==> config.mk <==
export PLATFORM = sky130hd
export DESIGN_NAME = axi_duplex_arbiter_rr
export DESIGN_NICKNAME = d
export VERILOG_FILES = /design/src/rtl/axi_arb_pkg.sv /design/src/rtl/axi_arb_outstanding_cnt.sv /design/src/rtl/axi_duplex_arbiter_rr.sv
export SDC_FILE = /design/constraint.sdc
export NUM_CORES = 1
export LEC_CHECK = 0
export ABC_AREA = 1
export CAP_MARGIN = 20
export CORE_AREA = 2 2 146 148
export CTS_CLUSTER_DIAMETER = 100
export DETAILED_ROUTE_END_ITERATION = 10
export DIE_AREA = 0 0 148 150
export GPL_TIMING_DRIVEN = 0
export SLEW_MARGIN = 0
export SYNTH_ARGS = -nofsm -noshare
export SYNTH_HDL_FRONTEND = slang
export SYNTH_HIERARCHICAL = 1
export SYNTH_SLANG_ARGS = --single-unit
==> constraint.sdc <==
create_clock -name clk -period 5.35 [get_ports clk]
set_clock_uncertainty 0.15 [all_clocks]
set_input_delay 1.07 -clock clk [delete_from_list [all_inputs] [get_ports clk]]
set_output_delay 1.07 -clock clk [all_outputs]
set_load 0.05 [all_outputs]
==> src/rtl/axi_arb_pkg.sv <==
// Shared definitions for the duplex AXI-to-DDR command arbiter: state encoding,
// last-grant selectors and the outstanding-counter width helper.
package axi_arb_pkg;

  typedef enum logic [1:0] {
    IDLE   = 2'd0,
    GNT_WR = 2'd1,
    GNT_RD = 2'd2
  } arb_state_t;

  localparam logic GNT_WR_SEL = 1'b0;
  localparam logic GNT_RD_SEL = 1'b1;

  function automatic int cnt_width(input int max_val);
    return (max_val < 1) ? 1 : $clog2(max_val + 1);
  endfunction

endpackage

==> src/rtl/axi_arb_outstanding_cnt.sv <==
// Saturating up/down counter for outstanding transactions; inc+dec together is net zero
// and a decrement at zero is dropped.
module axi_arb_outstanding_cnt
  import axi_arb_pkg::*;
#(
  parameter int MAX = 4,
  localparam int W = cnt_width(MAX)
) (
  input  logic         clk,
  input  logic         rst,
  input  logic         inc,
  input  logic         dec,
  output logic [W-1:0] count,
  output logic         full,
  output logic         empty
);

  assign full  = (count == W'(MAX));
  assign empty = (count == '0);

  always_ff @(posedge clk or posedge rst) begin
    if (rst) begin
      count <= '0;
    end else if (inc && !dec && !full) begin
      count <= count + 1'b1;
    end else if (dec && !inc && !empty) begin
      count <= count - 1'b1;
    end
  end

endmodule

==> src/rtl/axi_duplex_arbiter_rr.sv <==
// Full-duplex AXI slave onto a half-duplex DDR command port, with per-direction limits and W gating.
// Define AXI_ARB_STRICT_WR_PRIO_EN to replace round-robin with fixed write priority.
module axi_duplex_arbiter_rr
  import axi_arb_pkg::*;
#(
  parameter int DATA_WIDTH = 32,
  parameter int ADDR_WIDTH = 32,
  parameter int ID_WIDTH   = 8,
  parameter int MAX_WR_OUT = 4,
  parameter int MAX_RD_OUT = 4
) (
  input  logic                              clk,
  input  logic                              rst,
  input  logic [ID_WIDTH-1:0]               s_axi_awid,
  input  logic [ADDR_WIDTH-1:0]             s_axi_awaddr,
  input  logic [7:0]                        s_axi_awlen,
  input  logic [2:0]                        s_axi_awsize,
  input  logic [1:0]                        s_axi_awburst,
  input  logic                              s_axi_awlock,
  input  logic                              s_axi_awvalid,
  output logic                              s_axi_awready,
  input  logic [DATA_WIDTH-1:0]             s_axi_wdata,
  input  logic [DATA_WIDTH/8-1:0]           s_axi_wstrb,
  input  logic                              s_axi_wlast,
  input  logic                              s_axi_wvalid,
  output logic                              s_axi_wready,
  output logic [ID_WIDTH-1:0]               s_axi_bid,
  output logic [1:0]                        s_axi_bresp,
  output logic                              s_axi_bvalid,
  input  logic                              s_axi_bready,
  input  logic [ID_WIDTH-1:0]               s_axi_arid,
  input  logic [ADDR_WIDTH-1:0]             s_axi_araddr,
  input  logic [7:0]                        s_axi_arlen,
  input  logic [2:0]                        s_axi_arsize,
  input  logic [1:0]                        s_axi_arburst,
  input  logic                              s_axi_arlock,
  input  logic                              s_axi_arvalid,
  output logic                              s_axi_arready,
  output logic [ID_WIDTH-1:0]               s_axi_rid,
  output logic [DATA_WIDTH-1:0]             s_axi_rdata,
  output logic [1:0]                        s_axi_rresp,
  output logic                              s_axi_rlast,
  output logic                              s_axi_rvalid,
  input  logic                              s_axi_rready,
  output logic [ADDR_WIDTH-1:0]             io_ddr_arw_payload_addr,
  output logic [ID_WIDTH-1:0]               io_ddr_arw_payload_id,
  output logic [7:0]                        io_ddr_arw_payload_len,
  output logic [2:0]                        io_ddr_arw_payload_size,
  output logic [1:0]                        io_ddr_arw_payload_burst,
  output logic [1:0]                        io_ddr_arw_payload_lock,
  output logic                              io_ddr_arw_payload_write,
  output logic                              io_ddr_arw_valid,
  input  logic                              io_ddr_arw_ready,
  output logic [ID_WIDTH-1:0]               io_ddr_w_payload_id,
  output logic [DATA_WIDTH-1:0]             io_ddr_w_payload_data,
  output logic [DATA_WIDTH/8-1:0]           io_ddr_w_payload_strb,
  output logic                              io_ddr_w_payload_last,
  output logic                              io_ddr_w_valid,
  input  logic                              io_ddr_w_ready,
  input  logic [ID_WIDTH-1:0]               io_ddr_b_payload_id,
  input  logic                              io_ddr_b_valid,
  output logic                              io_ddr_b_ready,
  input  logic [DATA_WIDTH-1:0]             io_ddr_r_payload_data,
  input  logic [ID_WIDTH-1:0]               io_ddr_r_payload_id,
  input  logic [1:0]                        io_ddr_r_payload_resp,
  input  logic                              io_ddr_r_payload_last,
  input  logic                              io_ddr_r_valid,
  output logic                              io_ddr_r_ready,
  output logic [$clog2(MAX_WR_OUT+1)-1:0]   wr_outstanding,
  output logic [$clog2(MAX_RD_OUT+1)-1:0]   rd_outstanding,
  output logic                              arb_idle
);

  localparam int PW = (MAX_WR_OUT > 1) ? $clog2(MAX_WR_OUT) : 1;

  arb_state_t state;
  logic gnt_wr, gnt_rd, wr_ok, rd_ok;
  logic aw_hs, ar_hs, w_hs, w_last_hs, b_hs, r_last_hs;
  logic wr_full, wr_empty, rd_full, rd_empty, w_pend_empty;
  logic unused_w_pend_full;
  logic [cnt_width(MAX_WR_OUT)-1:0] unused_w_pend_cnt;
  logic [ID_WIDTH-1:0] id_fifo [MAX_WR_OUT];
  logic [PW-1:0] push_ptr, pop_ptr;

  assign gnt_wr = (state == GNT_WR);
  assign gnt_rd = (state == GNT_RD);
  assign wr_ok  = s_axi_awvalid && !wr_full;
  assign rd_ok  = s_axi_arvalid && !rd_full;

  assign aw_hs     = gnt_wr && s_axi_awvalid && io_ddr_arw_ready;
  assign ar_hs     = gnt_rd && s_axi_arvalid && io_ddr_arw_ready;
  assign w_hs      = s_axi_wvalid && io_ddr_w_ready && !w_pend_empty;
  assign w_last_hs = w_hs && s_axi_wlast;
  assign b_hs      = io_ddr_b_valid && s_axi_bready;
  assign r_last_hs = io_ddr_r_valid && s_axi_rready && io_ddr_r_payload_last;

`ifdef AXI_ARB_STRICT_WR_PRIO_EN
  always_ff @(posedge clk or posedge rst) begin
    if (rst) begin
      state <= IDLE;
    end else begin
      case (state)
        IDLE: begin
          if (wr_ok)      state <= GNT_WR;
          else if (rd_ok) state <= GNT_RD;
        end
        GNT_WR:  if (aw_hs) state <= IDLE;
        GNT_RD:  if (ar_hs) state <= IDLE;
        default: state <= IDLE;
      endcase
    end
  end
`else
  logic last_gnt;

  always_ff @(posedge clk or posedge rst) begin
    if (rst) begin
      state    <= IDLE;
      last_gnt <= GNT_RD_SEL;
    end else begin
      case (state)
        IDLE: begin
          // On a tie the side that did not win last time gets the grant.
          if (wr_ok && (!rd_ok || last_gnt == GNT_RD_SEL)) begin
            state    <= GNT_WR;
            last_gnt <= GNT_WR_SEL;
          end else if (rd_ok) begin
            state    <= GNT_RD;
            last_gnt <= GNT_RD_SEL;
          end
        end
        GNT_WR:  if (aw_hs) state <= IDLE;
        GNT_RD:  if (ar_hs) state <= IDLE;
        default: state <= IDLE;
      endcase
    end
  end
`endif

  assign io_ddr_arw_valid = (gnt_wr && s_axi_awvalid) || (gnt_rd && s_axi_arvalid);
  assign s_axi_awready    = gnt_wr && io_ddr_arw_ready;
  assign s_axi_arready    = gnt_rd && io_ddr_arw_ready;

  always_comb begin
    io_ddr_arw_payload_addr  = '0;
    io_ddr_arw_payload_id    = '0;
    io_ddr_arw_payload_len   = '0;
    io_ddr_arw_payload_size  = '0;
    io_ddr_arw_payload_burst = '0;
    io_ddr_arw_payload_lock  = '0;
    io_ddr_arw_payload_write = 1'b0;
    if (gnt_wr) begin
      io_ddr_arw_payload_addr  = s_axi_awaddr;
      io_ddr_arw_payload_id    = s_axi_awid;
      io_ddr_arw_payload_len   = s_axi_awlen;
      io_ddr_arw_payload_size  = s_axi_awsize;
      io_ddr_arw_payload_burst = s_axi_awburst;
      io_ddr_arw_payload_lock  = {1'b0, s_axi_awlock};
      io_ddr_arw_payload_write = 1'b1;
    end else if (gnt_rd) begin
      io_ddr_arw_payload_addr  = s_axi_araddr;
      io_ddr_arw_payload_id    = s_axi_arid;
      io_ddr_arw_payload_len   = s_axi_arlen;
      io_ddr_arw_payload_size  = s_axi_arsize;
      io_ddr_arw_payload_burst = s_axi_arburst;
      io_ddr_arw_payload_lock  = {1'b0, s_axi_arlock};
    end
  end

  axi_arb_outstanding_cnt #(.MAX(MAX_WR_OUT)) u_wr_out (
    .clk(clk), .rst(rst), .inc(aw_hs), .dec(b_hs),
    .count(wr_outstanding), .full(wr_full), .empty(wr_empty)
  );

  axi_arb_outstanding_cnt #(.MAX(MAX_WR_OUT)) u_w_pend (
    .clk(clk), .rst(rst), .inc(aw_hs), .dec(w_last_hs),
    .count(unused_w_pend_cnt), .full(unused_w_pend_full), .empty(w_pend_empty)
  );

  axi_arb_outstanding_cnt #(.MAX(MAX_RD_OUT)) u_rd_out (
    .clk(clk), .rst(rst), .inc(ar_hs), .dec(r_last_hs),
    .count(rd_outstanding), .full(rd_full), .empty(rd_empty)
  );

  // W carries no ID on AXI, so accepted AW IDs are queued to tag each forwarded burst.
  always_ff @(posedge clk or posedge rst) begin
    if (rst) begin
      push_ptr <= '0;
      pop_ptr  <= '0;
    end else begin
      if (aw_hs)     push_ptr <= (push_ptr == PW'(MAX_WR_OUT-1)) ? '0 : push_ptr + 1'b1;
      if (w_last_hs) pop_ptr  <= (pop_ptr  == PW'(MAX_WR_OUT-1)) ? '0 : pop_ptr + 1'b1;
    end
  end

  always_ff @(posedge clk) begin
    if (aw_hs) id_fifo[push_ptr] <= s_axi_awid;
  end

  assign io_ddr_w_valid        = s_axi_wvalid && !w_pend_empty;
  assign s_axi_wready          = io_ddr_w_ready && !w_pend_empty;
  assign io_ddr_w_payload_id   = id_fifo[pop_ptr];
  assign io_ddr_w_payload_data = s_axi_wdata;
  assign io_ddr_w_payload_strb = s_axi_wstrb;
  assign io_ddr_w_payload_last = s_axi_wlast;

  assign s_axi_bid      = io_ddr_b_payload_id;
  assign s_axi_bresp    = 2'b00;
  assign s_axi_bvalid   = io_ddr_b_valid;
  assign io_ddr_b_ready = s_axi_bready;

  assign s_axi_rid      = io_ddr_r_payload_id;
  assign s_axi_rdata    = io_ddr_r_payload_data;
  assign s_axi_rresp    = io_ddr_r_payload_resp;
  assign s_axi_rlast    = io_ddr_r_payload_last;
  assign s_axi_rvalid   = io_ddr_r_valid;
  assign io_ddr_r_ready = s_axi_rready;

  assign arb_idle = (state == IDLE) && wr_empty && rd_empty;

endmodule

# --- Word-level counts from Yosys, hierarchy flattened ---
# Memories as Yosys holds them, arrays and structs flattened.
# Index checks and enable logic that the tools add are counted.
totals:
  register_bits: 16
  latch_bits: 0
  mem_bits_rw: 32
  mem_bits_ro: 0
  inputBits: 207
  output_inout_bits: 170
  word_cells: 111
  mem_count: 1
mem_list:
  columns: ["memory", "depth", "width", "read_ports", "rd_clocked_by_memory_dff", "wr", "line", "text"]
  rows:
  - ["id_fifo", 4, 8, 1, 0, 1, "axi_duplex_arbiter_rr.sv:82", "logic [ID_WIDTH-1:0] id_fifo [MAX_WR_OUT];"]
classes:
  addsub: 8
  multipliers: 0
  div_mod_pow: 0
  order_cmp: 0
  n_eq_ne: 10
  shift: 0
  muxes: 30
  bitwise_logic: 0
  reduce_logical: 55
ops:
  columns: ["op", "n"]
  rows:
  - ["$mux W32", 2]
  - ["$mux W8", 4]
  - ["$logic_and A1 B1 Y1", 31]
  - ["$mux W3", 8]
  - ["$mux W2", 8]
  - ["$logic_not A1 Y1", 12]
  - ["$add A3 B1 Y3 const B", 3]
  - ["$eq A3 B3 Y1 const B", 3]
  - ["$logic_not A3 Y1", 3]
  - ["$sub A3 B1 Y3 const B", 3]
  - ["$reduce_bool A2 Y1", 4]
  - ["$mux W1", 7]
  - ["$eq A2 B2 Y1 const B", 3]
  - ["$pmux W2 S3", 1]
  - ["$add A2 B1 Y2 const B", 2]
  - ["$ne A2 B1 Y1 const B", 2]
  - ["$ne A3 B3 Y1 const B", 1]
  - ["$reduce_and A3 Y1", 1]
  - ["$eq A2 B1 Y1 const B", 1]
  - ["$logic_not A2 Y1", 1]
  - ["$logic_or A1 B1 Y1", 2]
  - ["$reduce_and A2 Y1", 1]

# --- Logic depth before layout (Yosys ltp) ---
depth:
  word_depth: 8
  ltp_mapped: 14
  mapped_depth_nobuf: 14

# --- Hierarchy ---
# Netlist, hierarchy kept.
modules_own_cells:
  columns: ["module", "n_inst", "cells_per_inst", "area_each_um2", "seq_area_each_um2"]
  rows:
  - ["axi_duplex_arbiter_rr", 1, 445, 3280.6, 1137.3]
  - ["axi_arb_outstanding_cnt", 3, 32, 226.5, 75.1]

# --- Worst setup path after synthesis ---
# OpenSTA, ideal clock, no wires.
synth_timing:
  kind: "input port to output port"
  startpoint: "input s_axi_arvalid"
  endpoint: "output io_ddr_arw_valid"
  t_arrival_ns: 1.904
  slack_ns: 2.226
  stages: 2
  n_path_buf: 0
  cell_sequence: "inv_1 o22ai_1"
synth_via:
  elab_chain_cells: 2
synth_rtl:
  columns: ["element", "line", "text"]
  rows:
  - ["start: declaration", "axi_duplex_arbiter_rr.sv:37", "input logic s_axi_arvalid,"]
  - ["$logic_and A1 B1 Y1", "axi_duplex_arbiter_rr.sv:140", "assign io_ddr_arw_valid = (gnt_wr && s_axi_awvalid) || (gnt_rd && s_axi_arvalid);"]
  - ["$logic_or A1 B1 Y1", "axi_duplex_arbiter_rr.sv:140", null]
  - ["end: declaration", "axi_duplex_arbiter_rr.sv:52", "output logic io_ddr_arw_valid,"]
# No other way between the ends.

# --- Worst setup path in the final report ---
# Ends and elaborated chain as after synthesis.

==> metrics.md <==
| Metric | Value |
|---|---|
| Status | completed |
| Largest net degree at the start of global routing | 17 |
| Worst Setup Start Kind | primary input |
| Clock Path Buffers | 2 |
| CP Data Arrival Time | 2.78 ns |
| Slew Limit Headroom | 44.8% |
| Grt total ovfl | 0 |
| Internal power consumption | 1650 µW |
| Crit end category | output port |
| Placed Cells | 1104 |
| # setup viols final | 0 |
| Cell count after synthesis | 540 |
| Hold Path Depth | 2 |
| Leakage power | 0.00339 µW |
| H-tree depth | 2 |
| Fillers | 2170 |
| Via count | 4308 |
| Worst Hold Launch | u_w_pend/count[2] |
| Antenna Nets Post-Route | 0 |
| Clk_lat worst skew | 0.29 ns |
| Critical path cell sequence | clkdlybuf4s50_1, inv_1, o22ai_1, clkdlybuf4s50_1 |
| Worst hold slack | 0.402 ns |
| Worst R2R Path Depth | 12 |
| CP required | 4.13 ns |
| Seq pwr share | 14.5% |
| Port bufs | 287 |
| Initial Utilization | 19.1% |
| Die Ht | 150 µm |
| Sw Pwr | 2140 µW |
| Yosys Warn Count | 6 |
| GPL Wtd Cong | 0.766 |
| Fraction of layout cells with a size suffix above 1 | 17.8% |
| First drt pass iteration count | 4 |
| Hold path endpoint | u_w_pend/count[2] |
| Slowest cell delay on critical path | 0.89 ns |
| Full die area | 22200 µm² |
| Switching share of power | 56.5% |
| Setup bufs post-CTS | 0 |
| Max Clk Rate | 250 MHz |
| Hold buffer count at CTS | 0 |
| DP Wirelength | 12500 µm |
| Non-Filler Instances | 1112 |
| Slowest stage cell, crit path | clkdlybuf4s50_1 |
| Multi-input gate area | 1510 µm² |
| CTS tree | yes |
| Reg2reg end | u_rd_out/count[2] |
| Worst-margin pin slew | 0.825 ns |
| Worst R2R Setup Slack | 3.00 ns |
| RR Startpoint | state[0] |
| Final Critical Period | 4.00 ns |
| IO Pins | 377 |
| First-pass GRT wire length | 21200 µm |
| Final WS setup | 1.35 ns |
| Hold WC Path Type | reg2reg |
| Final net count | 1051 |
| Most frequent cell on the critical path | clkdlybuf4s50_1 |
| # DRC | 0 |
| Maxcap violations | 0 |
| Register area | 1360 µm² |
| Layout Utilization | 35.5% |
| Period utilization | 74.7% |
| Clock Power Share | 9.4% |
| Unrepaired setup endpoints after global routing | false |
| Post-Route WL | 14900 µm |
| Post-Syn Area per Cell | 7.33 µm² |
| Initial DRC count | 123 |
| Initial antenna violation count | 0 |
| TNS Setup | 0 ns |
| Power share of the combinational group | 76.1% |
| N_diodes | 0 |
| Vias per cell | 3.87 |
| Area Overhead vs Synth | 85.8% |
| Area of the mapped netlist | 3960 µm² |
| Post-cts resize count | 0 |
| Final count of hold timing violations | 0 |
| Number of global-route vias before repair | 4076 |
| Max Slew Vio Count | 0 |
| GRT Total Usage | 12.3% |
| TritonCTS Sinks | 48 |
| WL/cell | 13.4 µm |
| Cell Pwr Density | 515 nW/µm² |
| Pre-CTS setup slack | 1.38 ns |
| CTS Buf Count | 5 |
| Die width | 148 µm |
| Row count | 53 |
| Worst VDD drop | 0.331 mV |
| Core Footprint | 20700 µm² |
| Worst Path Class, Setup | in2out |
| Clk slew on worst S/H paths | 0.06 ns |
| Root buffer cell | clkbuf_16 |
| CP Max Fanout | 4 |
-- metrics by stage --
stage / power (µW) / cell area, µm²
floorplan: 2490 / 3960
global placement: 3470 / 7180
detailed placement: 3470 / 7180
CTS: 3840 / 7350
global route: 4030 / 7350
finish: 3790 / 7350
-- layout by cell type, fill, tap and decap left out, drive strengths merged, types with 2 or more instances in the layout --
cell and n:
clkdlybuf4s50 287, nand2 178, buf 118, nand3 74
inv 60, edfxtp 32, nor2 21, dfrtp 15
o21ai 10, a21oi 8, o211ai 8, clkbuf 6
ha 5, conb 3, fa 3, and3 2
-- critical path: cells and delay by family --
kind / cells / cell delay [ns]
AOI/OAI and AO/OA: 1 / 0.24
buffers and inverters: 3 / 1.47
-- routing by layer --
layer / global-route usage, % / share of wire [%]
met1: 13.3 / 36
met5: 0 / 0
met2: 23.2 / 52
met3: 3.87 / 11
met4: 3.00 / 1.2
-- worst max-delay path by stage --
stage / end / start
6_report: io_ddr_arw_valid / s_axi_arvalid
5_1_grt: io_ddr_arw_valid / s_axi_arvalid
2_1_floorplan: io_ddr_arw_valid / s_axi_arvalid
4_1_cts: io_ddr_arw_valid / s_axi_arvalid
3_5_place_dp: io_ddr_arw_valid / s_axi_arvalid
3_3_place_gp: io_ddr_arw_valid / s_axi_arvalid
-- sequential cells by signal, indices dropped and copies added (netlist names) --
| signal | flops |
|---|---|
| last_gnt | 1 |
| u_w_pend/count | 3 |
| state | 2 |
| pop_ptr | 2 |
| id_fifo | 32 |
| u_rd_out/count | 3 |
| u_wr_out/count | 3 |
| push_ptr | 2 |
-- area by class of cell --
cell class,count,share of cell area [%]
buffer,119,11.8
timing repair buffer,287,39.1
inverter,59,3.01
sequential,48,18.5
multi-input combinational,316,20.6
tap,275,4.68
clock buffer,5,1.70
clock inverter,3,0.630
-- power by group through the flow --
stage          sequential, µW  clock (µW)  combinational (µW)
2_1_floorplan             620           0                1860
3_3_place_gp              554           0                2910
3_5_place_dp              557           0                2910
4_1_cts                   550         369                2920
5_1_grt                   561         379                3090
6_report                  549         357                2880
No activity file was read; power rests on OpenSTA's default activity.
